File: config.mk
export PLATFORM = sky130hd
export DESIGN_NAME = ram_rd_bypass
export DESIGN_NICKNAME = d
export VERILOG_FILES = /design/src/rtl/ram_rd_bypass.sv
export SDC_FILE = /design/constraint.sdc
export NUM_CORES = 2
export LEC_CHECK = 0
export ABC_AREA = 1
export BUFFER_PORTS_ARGS = -buffer_cell sky130_fd_sc_hd__buf_2
export CAP_MARGIN = 10
export CORE_MARGIN = 2
export CORE_UTILIZATION = 40
export CTS_BUF_LIST = sky130_fd_sc_hd__clkbuf_4
export DETAILED_ROUTE_END_ITERATION = 8
export SKIP_CTS_REPAIR_TIMING = 1
export SYNTH_ARGS = -nofsm -noshare
export SYNTH_HDL_FRONTEND = slang
export SYNTH_SLANG_ARGS = --single-unit
File: constraint.sdc
create_clock -name clk -period 2.3 [get_ports clk]
set_input_delay 0.46 -clock clk [delete_from_list [all_inputs] [get_ports clk]]
set_output_delay 0.46 -clock clk [all_outputs]
set_load 0.1 [all_outputs]
File: src/rtl/ram_rd_bypass.sv
// Read-side front end for a 1R1W read-first SRAM: issues reads, forwards same-cycle
// write collisions, and returns responses in order through a 3-entry credit-managed buffer.
module ram_rd_bypass #(
    parameter int RAM_DATA_WIDTH = 272,
    parameter int RAM_ADDR_WIDTH = 8,
    parameter int RAM_DEPTH      = 256
) (
    input  logic                      clk,
    input  logic                      rst_n,
    input  logic                      wr_en,
    input  logic [RAM_ADDR_WIDTH-1:0] wr_addr,
    input  logic [RAM_DATA_WIDTH-1:0] wr_data,
    input  logic                      rd_req_valid,
    output logic                      rd_req_ready,
    input  logic [RAM_ADDR_WIDTH-1:0] rd_addr,
    output logic                      ram_rd_en,
    output logic [RAM_ADDR_WIDTH-1:0] ram_rd_addr,
    input  logic [RAM_DATA_WIDTH-1:0] ram_rd_data,
    output logic                      rsp_valid,
    input  logic                      rsp_ready,
    output logic [RAM_DATA_WIDTH-1:0] rsp_data
);

    localparam int FIFO_DEPTH = 3;

    logic [1:0]                fifo_count;
    logic [1:0]                wr_ptr;
    logic [1:0]                rd_ptr;
    logic                      inflight;
    logic                      byp_hit;
    logic [RAM_DATA_WIDTH-1:0] byp_data;
    logic [RAM_DATA_WIDTH-1:0] fifo_mem [FIFO_DEPTH];

    logic [2:0]                credit_used;
    logic                      accept;
    logic                      push;
    logic                      pop;
    logic [RAM_DATA_WIDTH-1:0] push_data;

    function automatic logic [1:0] next_ptr(input logic [1:0] p);
        return (p == 2'd2) ? 2'd0 : p + 2'd1;
    endfunction

    // A response still in the RAM pipeline already owns a buffer slot; pops free credit next cycle.
    assign credit_used  = {1'b0, fifo_count} + {2'b00, inflight};
    assign rd_req_ready = rst_n && (credit_used < 3'd3);
    assign accept       = rd_req_valid && rd_req_ready;
    assign ram_rd_en    = accept;
    assign ram_rd_addr  = rd_addr;

    assign push      = inflight;
    assign push_data = byp_hit ? byp_data : ram_rd_data;
    assign rsp_valid = (fifo_count != 2'd0);
    assign pop       = rsp_valid && rsp_ready;
    assign rsp_data  = fifo_mem[rd_ptr];

    // NOTE: sequential state uses non-blocking assignments so every flop samples pre-edge values.
    always_ff @(posedge clk or negedge rst_n) begin
        if (!rst_n) begin
            fifo_count <= 2'd0;
            wr_ptr     <= 2'd0;
            rd_ptr     <= 2'd0;
            inflight   <= 1'b0;
            byp_hit    <= 1'b0;
            byp_data   <= '0;
        end else begin
            inflight <= accept;
            if (accept) begin
                byp_hit <= wr_en && (wr_addr == rd_addr);
                if (wr_en && (wr_addr == rd_addr))
                    byp_data <= wr_data;
            end else begin
                byp_hit <= 1'b0;
            end
            if (push)
                wr_ptr <= next_ptr(wr_ptr);
            if (pop)
                rd_ptr <= next_ptr(rd_ptr);
            if (push && !pop)
                fifo_count <= fifo_count + 2'd1;
            else if (pop && !push)
                fifo_count <= fifo_count - 2'd1;
        end
    end

    // NOTE: storage is reset explicitly so rsp_data reads as zero during and after reset.
    always_ff @(posedge clk or negedge rst_n) begin
        if (!rst_n) begin
            for (int i = 0; i < FIFO_DEPTH; i++)
                fifo_mem[i] <= '0;
        end else if (push) begin
            fifo_mem[wr_ptr] <= push_data;
        end
    end

    no_push_when_full: assert property (@(posedge clk) disable iff (!rst_n)
        !(push && !pop && fifo_count == 2'd3));

    addr_in_range: assert property (@(posedge clk) disable iff (!rst_n)
        accept |-> (32'(rd_addr) < RAM_DEPTH));

endmodule

==> flow_summary.toml <==
[run_status]
status = "finished, violations left"
violations = "setup timing"

[sta]
max-slew-margin-rel_pct = 53.1
fmax_mhz = 299
fin_crit_sh_pct = 145
worst_slack_ns = -1.04
finalSetupTns_ns = -319.57
finalMaxSlewViolations = 0
setup_viol = 544
rsz0062_at_grt = "yes"
hold_viol_final = 0
clock_skew_ns = 0.0924
tightest_slew_ns = 0.703
min_period_ns = 3.34

[layout]
fin_nets = 7535
stdcell_area_sq_um = 74400
final_common_cell = "nand2_1"
multi_input_area_sq_um = 19200
layout_common_cells = "nand2_1, dfrtp_1, dlygate4sd3_1"
fill_cells = 9435
finish.utilization_pct = 60.9
seq_area_sq_um = 27400
area_growth_pct = 50.9
layoutNonFillerInstCount = 8801
drive_gt1_share_pct = 32.3

[die]
ioPinCount = 848
rows = 128
die_h_microns = 355
core_sq_um = 122000
die_w_microns = 355
die-area_sq_um = 126000
initial_core_util_pct = 40.4

[setup_path]
crit_type = "reg -> out"
worst_ep_arrival_time_ns = 2.88
end_kind = "primary output"
required_ns = 1.84
cpPeakStageDelay_ns = 0.41
worst-path-max-fanout = 42
crit_path_top_delay_cell = "dfrtp_1"
cp.depth = 6
start_kind = "flip-flop"
crit_buf_inv = 4
critPathTopFamily = "buffers and inverters"
worst_r2r_path_depth = 11
crit_path_cell_trace = "buf_6 -> nand2_4 -> buf_12 -> buf_16 -> o221ai_1 -> buf_12"
worst_path_most_repeated_cell = "buf_12"
r2r_setup_slack_ns = -0.02

[job]
cap_violations = 0

[logic_synthesis]
synth_area_leader_cell = "dfrtp_1"
ys_seq_elements = 1096
synth-main-ff-cell = "dfrtp_1"
yosys_warnings = 0
syn_avg_cell_area_sq_um = 9.68
synth_compound_area_share_pct = 10.4
synth_xor_area_share_pct = 0.0533
synth-edff-count = 0
synth_top_family_by_area = "simple AND/OR/NAND/NOR gates"
synth_top_area_share_pct = 55.7
synthDistinctLibCells = 23
netlist_area_sq_um = 49300
netlist_instances = 5091
synthMuxAreaShare_pct = 12.4
synth.area.top_cells = "dfrtp_1, mux2_2, nand2_1, o21ai_0, o221ai_1"
synthAdderAreaFrac_pct = 0.0762
synth-simple-area-share_pct = 13.6
synth_nets = 5659
synthArstFlopShare_pct = 100
ys_seq_area_share_pct = 55.7

[worst_hold_path]
worstHoldPathCells = 5
hold_class = "in -> reg"

[global_route]
met2_usage_pct = 39.1
grt_util_met1_pct = 30.1
busiest_layer = "met2"
grt_max_degree = 126
grt_pass1_wl_mm = 236
grt_pass1_vias = 41200
track_usage_pct = 24.0
use_met3_pct = 6.28
antenna_found_initial = 13
grt_overflow = 0

[routing]
via_count = 45700
drc = 0
via_per_inst = 5.19
drt-total-wl_mm = 179
postRouteAntennaNets = 0
wl_per_cell_microns = 20.3
drt-pass1-iter-count = 8
drt_iter0_drc = 3534

[clock_tree]
clock_latency_ns = 1.29
htree_levels = 5
cts.clk_slew.worst_paths_ns = 0.06
cts_num_sinks = 1096
cts_tree = "done"
cts-root-buf = "clkbuf_4"
cts_buffers = 317
max-clock-path-buffers = 4

[pwr]
ir_drop_mv = 1.33
swShare_pct = 49.2
pwr-share-clk_pct = 14.9
p_leak_nw = 34.9
switchingPower_w = 0.0591
p_seq_share_pct = 24.1
power_density_nw_per_um2 = 1610
internal_power_w = 0.0610
p_comb_share_pct = 61.0
finalPower_w = 0.120

[place]
port_buffers = 847
dp_cells = 7420
gp_congestion = 0.873
placed_cell_area_sq_um = 61100
dp_hpwl_mm = 107
per-layer routing:
metal	part of all wire, %	vias to the layer above	wire [microns]
met5	0.0045	-	8
met4	6.0	2	10600
met3	6.9	680	12300
met2	48	2101	86300
met1	39	22200	69400
li1	-	20700	-
cells by family (layout without fill, tap and decap cells):
group           Yosys count  count (layout)
other cells               0              26
xor+xnor                  3               3
flops                  1096            1096
buf+inv                 940            2999
fa+ha+maj                 3               3
compound gates          822             822
mux                     544             544
simple gates           1683            1683
metrics by stage:
stage / setup WS, ns / hold slack [ns]
final: -1.04 / 0.118
after global routing: -1.25 / -0.0304
after CTS: -1.52 / -0.761
after detailed placement: -0.112 / 0.453
after global placement: -0.167 / 0.449
after floorplan: -0.632 / 0.164
path summary, 6_finish.rpt:
check / startpoint / end
max: rd_ptr[0] / rsp_data[32]
min: ram_rd_data[73] / fifo_mem[345]
max reg2reg: fifo_count[0] / byp_data[229]
min reg2reg: byp_data[98] / byp_data[98]
max in group asynchronous: rst_n / fifo_mem[433]
min in group asynchronous: rst_n / byp_data[76]
power groups by stage:
stage	Combinational, W	Sequential [W]	Clock (W)
final	0.0733	0.0289	0.0179
after global routing	0.0759	0.0297	0.0194
after CTS	0.0697	0.0289	0.0182
after global placement	0.0691	0.0290	0
after floorplan	0.0425	0.0286	0
after detailed placement	0.0695	0.0292	0
worst min-delay path, delay by kind of cell:
kind / cells / cell delay [ns]
buffers and inverters: 2 / 0.62
multiplexers: 1 / 0.17
AO/OA/AOI/OAI: 1 / 0.06
AND/OR/NAND/NOR: 1 / 0.05
synthesized netlist by cell type, types with 2 or more instances:
cell type and n:
nand2_1 1391, dfrtp_1 1096, inv_1 570, mux2_2 544, o21ai_0 492, nand3_1 276
o221ai_1 272, clkbuf_1 188, buf_2 143, o21ai_1 55, buf_4 17, nor2_1 12
buf_1 11, buf_6 9, ha_1 3, inv_2 2, nor3_2 2, o21bai_1 2
xor2_1 2
flip-flops by register name, indices dropped and copies added, names as in the netlist:
name	count
byp_hit	1
rd_ptr	2
inflight	1
byp_data	272
fifo_mem	816
fifo_count	2
wr_ptr	2
layout make-up:
type / count / area share (%)
well taps: 1625 / 2.73
flip-flops and latches: 1096 / 36.9
clock buffers: 457 / 4.61
repair buffers: 1924 / 26.5
inverters: 572 / 2.91
repair inverters: 1 / 0.0118
diodes: 26 / 0.0875
clock inverters: 45 / 0.405
multi-input cells: 3055 / 25.9
(Power assumes the default switching activity.)
